`config.mk`:
```
export PLATFORM = sky130hd
export DESIGN_NAME = batcharger_adc_sequencer
export DESIGN_NICKNAME = d
export VERILOG_FILES = /design/src/rtl/batcharger_adc_sequencer.sv
export SDC_FILE = /design/constraint.sdc
export NUM_CORES = 1
export LEC_CHECK = 0
export ABC_AREA = 1
export BUFFER_PORTS_ARGS = -buffer_cell sky130_fd_sc_hd__buf_2
export CAP_MARGIN = 5
export CORE_MARGIN = 2
export CORE_UTILIZATION = 30
export DETAILED_ROUTE_END_ITERATION = 8
export SLEW_MARGIN = 30
export SYNTH_ARGS = -nofsm -noshare
export SYNTH_HDL_FRONTEND = slang
export SYNTH_SLANG_ARGS = --single-unit
export TNS_END_PERCENT = 20
```
`constraint.sdc`:
```
create_clock -name clk -period 2.1 [get_ports clk]
set_input_delay 0.21 -clock clk [delete_from_list [all_inputs] [get_ports clk]]
set_output_delay 0.21 -clock clk [all_outputs]
set_load 0.005 [all_outputs]
```
`src/rtl/batcharger_adc_sequencer.sv`:
```
// batcharger_adc_sequencer
//   Time-multiplexes one shared 8-bit ADC over battery voltage (V), current (I)
//   and temperature (T). Each channel is settled, sampled 2^AVG_LOG2 times,
//   averaged and published on vbat/ibat/tbat. vtok reports that fresh V and T
//   results are both valid.
//
// Ports:
//   clk, rst            clock, synchronous active-high reset
//   en                  block enable (0 forces IDLE, discards partial data)
//   vmonen/imonen/tmonen channel enables from the charger controller
//   adc_sel             mux select 00=V 01=I 10=T
//   adc_start           one-cycle conversion request
//   adc_done, adc_data  conversion-complete strobe and its result
//   vbat/ibat/tbat      averaged channel codes
//   vtok                V and T values valid
//   adc_err             sticky conversion timeout flag
module batcharger_adc_sequencer #(
  parameter int unsigned AVG_LOG2    = 2,
  parameter int unsigned SETTLE_CYC  = 4,
  parameter int unsigned TIMEOUT_CYC = 64
) (
  input  logic       clk,
  input  logic       rst,
  input  logic       en,
  input  logic       vmonen,
  input  logic       imonen,
  input  logic       tmonen,
  output logic [1:0] adc_sel,
  output logic       adc_start,
  input  logic       adc_done,
  input  logic [7:0] adc_data,
  output logic [7:0] vbat,
  output logic [7:0] ibat,
  output logic [7:0] tbat,
  output logic       vtok,
  output logic       adc_err
);

  localparam int unsigned ACC_W = 8 + AVG_LOG2;
  localparam int unsigned NSAMP = 1 << AVG_LOG2;

  typedef enum logic [1:0] {IDLE, SETTLE, CONVERT, UPDATE} state_t;
  typedef enum logic [1:0] {CH_V = 2'b00, CH_I = 2'b01, CH_T = 2'b10} chan_t;

  state_t           state;
  chan_t            ch;
  logic [7:0]       settle_cnt;
  logic [4:0]       cnt;
  logic [ACC_W-1:0] acc;
  logic [9:0]       tmo;
  logic             v_ok;
  logic             t_ok;

  logic [2:0]       en_vec;
  logic             any_en;
  chan_t            first_ch;
  chan_t            c1;
  chan_t            c2;
  chan_t            next_ch;
  logic [ACC_W-1:0] acc_sum;
  logic [7:0]       avg;
  logic             tmo_fire;
  logic             flag_clr;

  assign adc_sel = ch;

  always_comb begin
    en_vec   = {tmonen, imonen, vmonen};
    any_en   = |en_vec;
    first_ch = CH_V;
    if (vmonen)      first_ch = CH_V;
    else if (imonen) first_ch = CH_I;
    else if (tmonen) first_ch = CH_T;

    // Cyclic search starting after the current channel; the current channel
    // is checked last so next_ch == ch means it is the only one enabled.
    c1 = CH_I;
    c2 = CH_T;
    unique case (ch)
      CH_V:    begin c1 = CH_I; c2 = CH_T; end
      CH_I:    begin c1 = CH_T; c2 = CH_V; end
      default: begin c1 = CH_V; c2 = CH_I; end
    endcase
    if (en_vec[c1])      next_ch = c1;
    else if (en_vec[c2]) next_ch = c2;
    else                 next_ch = ch;

    acc_sum = acc + ACC_W'(adc_data);
    avg     = 8'(acc >> AVG_LOG2);

    // Timeout is declared in the cycle where the counter would step onto
    // TIMEOUT_CYC; an adc_done in that same cycle takes precedence.
    tmo_fire = (state == CONVERT) && !adc_start && !adc_done &&
               (tmo == 10'(TIMEOUT_CYC - 1));
    flag_clr = !en || !vmonen || !tmonen || tmo_fire;
  end

  always_ff @(posedge clk) begin
    if (rst) begin
      state      <= IDLE;
      ch         <= CH_V;
      adc_start  <= 1'b0;
      settle_cnt <= '0;
      cnt        <= '0;
      acc        <= '0;
      tmo        <= '0;
      vbat       <= '0;
      ibat       <= '0;
      tbat       <= '0;
      vtok       <= 1'b0;
      v_ok       <= 1'b0;
      t_ok       <= 1'b0;
      adc_err    <= 1'b0;
    end else begin
      if (flag_clr) begin
        v_ok <= 1'b0;
        t_ok <= 1'b0;
        vtok <= 1'b0;
      end else begin
        vtok <= v_ok & t_ok;
        if (state == UPDATE && ch == CH_V) v_ok <= 1'b1;
        if (state == UPDATE && ch == CH_T) t_ok <= 1'b1;
      end

      if (!en) begin
        state     <= IDLE;
        adc_start <= 1'b0;
        adc_err   <= 1'b0;
        acc       <= '0;
      end else begin
        unique case (state)
          IDLE: begin
            adc_start <= 1'b0;
            if (any_en) begin
              ch         <= first_ch;
              settle_cnt <= '0;
              state      <= SETTLE;
            end
          end
          SETTLE: begin
            if (settle_cnt == 8'(SETTLE_CYC - 1)) begin
              state     <= CONVERT;
              adc_start <= 1'b1;
              cnt       <= '0;
              acc       <= '0;
              tmo       <= '0;
            end else begin
              settle_cnt <= settle_cnt + 8'd1;
            end
          end
          CONVERT: begin
            if (adc_start) begin
              adc_start <= 1'b0;
              tmo       <= 10'd1;
            end else if (adc_done) begin
              acc <= acc_sum;
              if (cnt == 5'(NSAMP - 1)) begin
                state <= UPDATE;
              end else begin
                cnt       <= cnt + 5'd1;
                adc_start <= 1'b1;
                tmo       <= '0;
              end
            end else if (tmo_fire) begin
              adc_err <= 1'b1;
              acc     <= '0;
              if (any_en) begin
                ch         <= first_ch;
                settle_cnt <= '0;
                state      <= SETTLE;
              end else begin
                state <= IDLE;
              end
            end else begin
              tmo <= tmo + 10'd1;
            end
          end
          UPDATE: begin
            unique case (ch)
              CH_V:    vbat <= avg;
              CH_I:    ibat <= avg;
              default: tbat <= avg;
            endcase
            if (!any_en) begin
              state <= IDLE;
            end else if (next_ch == ch) begin
              state     <= CONVERT;
              adc_start <= 1'b1;
              cnt       <= '0;
              acc       <= '0;
              tmo       <= '0;
            end else begin
              ch         <= next_ch;
              settle_cnt <= '0;
              state      <= SETTLE;
            end
          end
        endcase
      end
    end
  end

endmodule

```
Yosys cells after proc, flatten, opt, wreduce, memory -nomap -nowiden
Cells that the tools add are included.
- mux-type cells: 62
- bitwise operators: 5
- eq/ne operators: 24
- $add $sub $neg: 4
- reduce and logical (&&, ||, !) cells: 32
- $lt $le $gt $ge: 2
- operator list (kind ; count):
    $mux 10 ; 10
    $pmux 10 s3 ; 2
    $mux 8 ; 7
    $mux 2 ; 19
    $pmux 8 s4 ; 1
    $mux 5 ; 6
    $reduce_and 7->1 ; 3
    $ne 2x2->1 const B ; 10
    $pmux 5 s3 ; 1
    $reduce_and 3->1 ; 4
    $add 10x1->10 const B ; 1
    $add 10x8->10 ; 1
    $eq 10x6->1 const B ; 1
    $mux 1 ; 9
    $add 8x1->8 const B ; 1
    $eq 8x2->1 const B ; 1
    $ne 4x4->1 const B ; 2
    $pmux 2 s2 ; 2
    $pmux 2 s4 ; 1
    $reduce_and 8->1 ; 1
    $eq 2x2->1 const B ; 3
    $lt 2x3->1 const B ; 2
    $pmux 2 s3 ; 1
    $reduce_and 6->1 ; 1
    other kinds (20) ; 39
- output and inout port bits: 29
- input bits: 15
- bits in registers: 66
- logic and storage cells: 143

Logic depth before layout (Yosys ltp)
- word-level depth: 10
- gate-level depth with buffers: 14

Least setup slack after synthesis
No wires, ideal clock.
- kind: flip-flop to flip-flop
- start point: register acc[0]
- end point: register acc[8]
- setup slack: 371 ps
- arrival: 1659 ps
- setup time: 70 ps
- stages on the path, launching flop included: 13
- cell sequence: dfxtp_1 -> ha_1 -> inv_1 -> fa_1 -> inv_1 -> nand3_1 -> nand2_1 -> nand2_1 -> nand3_1 -> nand3_1 -> nor2_1 -> nand4_1 -> a21oi_1
- cells in the longest elaborated chain, start to end: 4
- RTL lines (element ; RTL line ; text):
    start, declared ; 49 ; logic [ACC_W-1:0] acc;
    start signal, assigned ; 156 ; acc <= acc_sum;
    $add 10x8->10 ; 88 ; acc_sum = acc + ACC_W'(adc_data);
    $mux 10 ; 155 ; end else if (adc_done) begin
    $mux 10 ; 152 ; if (adc_start) begin
    $pmux 10 s3 ; 131 ; unique case (state)
Every way passes these cells. The select of a mux whose other input is x is not followed.
A chain may end at the register's enable or synchronous reset.

Worst setup path after layout
- start point: register state[1]
- end point: register tmo[0]
- cells in the longest elaborated chain, start to end: 6
- elaborated cells on any way between the ends: 14
- RTL lines (element ; RTL line ; text):
    start, declared ; 45 ; state_t state;
    start signal, assigned ; 100 ; state <= IDLE;
    start signal, assigned ; 126 ; state <= IDLE;
    start signal, assigned ; 137 ; state <= SETTLE;
    $eq 2x2->1 ; 93, 131 ;
    $logic_and 1x1->1 (3 in a row) ; 93 ; tmo_fire = (state == CONVERT) && !adc_start && !adc_done &&
    $ne 4x4->1 (no line) ; - ;
    $reduce_and 7->1 (no line) ; - ;
    end signal, assigned ; 175 ; tmo <= tmo + 10'd1;
    end, declared ; 50 ; logic [9:0] tmo;
Several ways; a longest one is shown, not always the timed one.

==> flow_summary.yaml <==
run_status:
  status: "finished, final reports clean"
timing:
  fmax_mhz: 518.1
  skew_ns: 0.007092
  maxSlewViolCount: 0
  worst_slew_pin_slew_ns: 0.7570
  fin_crit_sh_pct: 91.91
  min_period_ns: 1.930
  setup_viol: 0
  max_slew_margin_pct: 49.48
  hold_violations: 0
  layout_setup_ws_ns: 0.1699
clock_tree:
  cts.htree.levels: 3
  tritoncts: "done"
  cts_buffers: 9
  clkSinkCount: 66
  clock_path_buffers: 2
  path_clk_slew_ns: 0.06
  clk_latency_ns: 0.33
  postCtsHoldBufs: 0
  root_buffer: "clkbuf_16"
worst_setup_path:
  critPathKind: "reg -> reg"
  crit_path_max_fanout: 11
  cp-start-kind: "flop"
  cp-end-kind: "flop"
  arrival_ns: 2.15
  crit_required_ns: 2.32
grt:
  grt_pass1_vias: 3670
  grt_max_degree: 29
  grt_pass1_wl_um: 16790
  grt_overflow: 0
  met3_usage_pct: 3.862
  gr-usage-met1_pct: 19.34
  grtUsageMet2_pct: 25.70
  grt_use_total_pct: 15.18
  top_usage_layer: "met2"
  antenna_found_initial: 0
detailed_routing:
  first_pass_iters: 4
  detail-route-antenna-nets: 0
  drtIter0Drc: 211
  via_count: 3921
  finalWirelength_um: 9986
  wire_per_inst_um: 12.45
  route.detailed.drc: 0
  viasPerCell: 4.889
synth:
  syn_nets: 599
  synth_cell_types: 35
  ys_seq_area_share_pct: 34.44
  synthCells: 572
  yosysWarnings: 0
  ys.flop_type: "dfxtp_1"
  synth_edf_count: 0
  synthesis.area_um2: 3836
  synth-seq-cells: 66
  async_flop_share_pct: 0
  avgSynthCellArea_um2: 6.707
die:
  die_w_um: 117.1
  rows: 41
  start_util_pct: 30.52
  fp.coreArea_um2: 12570
  die_h_um: 117.1
  die-area_um2: 13710
  ios: 44
layout:
  final_common_cell: "nand2_1"
  final-seq-area_um2: 1325
  areaGrowthSynthToFinish_pct: 21.04
  insertedDiodeCount: 0
  final_cell_mix: "nand2_1, nor2_1, dfxtp_1"
  postLayoutCellArea_um2: 4643
  nFillCells: 1324
  final_nets: 652
  drive_gt1_share_pct: 17.30
  multi_input_area_um2: 2216
min_path:
  hold_path.class: "in -> reg"
place:
  dp_hpwl_um: 7414
  dpl_cell_area_um2: 4289
  pre_cts_ws_ns: 0.1122
  io_buffer_count: 43
  routabilityCongestion: 0.9164
power:
  p_leak_nw: 1.985
  ir_drop_v: 0.0004011
  power.density_nw_per_um2: 669.7
flow_run:
  maxCapViolations: 0
-- report_power, final --
group / internal (W) / switching, W
combinational: 0.000105 / 0.000204
sequential: 0.00127 / 0.0000160
clock: 0.000953 / 0.000565
-- cells by family (layout without fill, tap and decap cells) --
group                      count (synthesis)  after routing  share of synthesized area [%]
and+or+nand+nor                          295            295                          35.42
AOI/OAI and AO/OA                        102            102                          13.80
buffers and inverters                     82            140                          8.806
DFF                                       66             66                          34.44
xor gates and xnor gates                  15             15                          3.425
adders and majority gates                 12             12                          4.110
-- worst max-delay path: stages, from the launching register on --
cell	delay, ns
dfxtp_1	0.40
inv_2	0.07
nor2_4	0.15
inv_2	0.13
nor2_4	0.19
inv_2	0.12
nor3_1	0.23
nor3_2	0.09
nand3_2	0.07
buf_4	0.17
nand2_1	0.07
nand2_1	0.06
nor2_1	0.05
-- final timing paths --
check / start / cells past startpoint / slack [ns] / endpoint
max: state[1] / 12 / 0.17 / tmo[0]
min: vmonen / 3 / 0.25 / v_ok
max reg2reg: state[1] / 12 / 0.17 / tmo[0]
min reg2reg: adc_err / 2 / 0.46 / adc_err
-- per-stage QoR --
stage | total power (W) | utilization [%] | setup TNS [ns] | instances | hold slack [ns]
3_5_place_dp | 0.001608 | 34.13 | 0 | 785 | 0.4451
4_1_cts | 0.003125 | 36.55 | 0 | 801 | 0.2466
6_report | 0.003110 | 36.94 | 0 | 802 | 0.2506
2_1_floorplan | 0.001528 | - | 0 | 572 | 0.4039
3_3_place_gp | 0.001605 | 34.13 | 0 | 785 | 0.4393
5_1_grt | 0.003240 | 36.94 | -0.7806 | 802 | 0.2552
-- Yosys cell counts, types with 7 or more instances --
master / n / area [um2]
nor3_1: 11 / 55.05
nand4_1: 32 / 200.2
inv_2: 8 / 30.03
ha_1: 11 / 137.6
inv_1: 56 / 210.2
clkbuf_1: 7 / 26.28
o21ai_0: 31 / 155.2
xor2_1: 9 / 78.83
a21oi_1: 63 / 315.3
nand3_1: 36 / 180.2
dfxtp_1: 66 / 1321
nand2_1: 121 / 454.2
nor2_1: 73 / 274.0
-- timing repair --
item / 4_1_cts / 5_1_grt
setup buffers: 0 / 1
endpoints found under the hold margin: 0 / 0
resized for setup: 0 / 10
endpoints found under the setup margin: 0 / 28
-- per-layer routing --
metal,up-vias,wire length (um)
met5,-,0
met2,111,4842
met3,12,545
met1,1798,4507
met4,0,90
li1,2000,-
-- registers in the layout, indices dropped and copies added (netlist names), 2 cells and up --
name and flops:
tbat 8, vbat 8, settle_cnt 8, state 2
adc_sel 2, ibat 8, acc 10, tmo 10
cnt 5
-- area by class of cell --
| cell class | instances | area share [%] |
|---|---|---|
| timing repair buffer | 60 | 7.383 |
| sequential | 66 | 28.54 |
| inverter | 64 | 5.174 |
| clock buffer | 10 | 5.147 |
| multi-input combinational | 424 | 47.72 |
| clock inverter | 6 | 1.401 |
| tap | 172 | 4.635 |
Note: power is estimated with default switching activity, not from simulation.
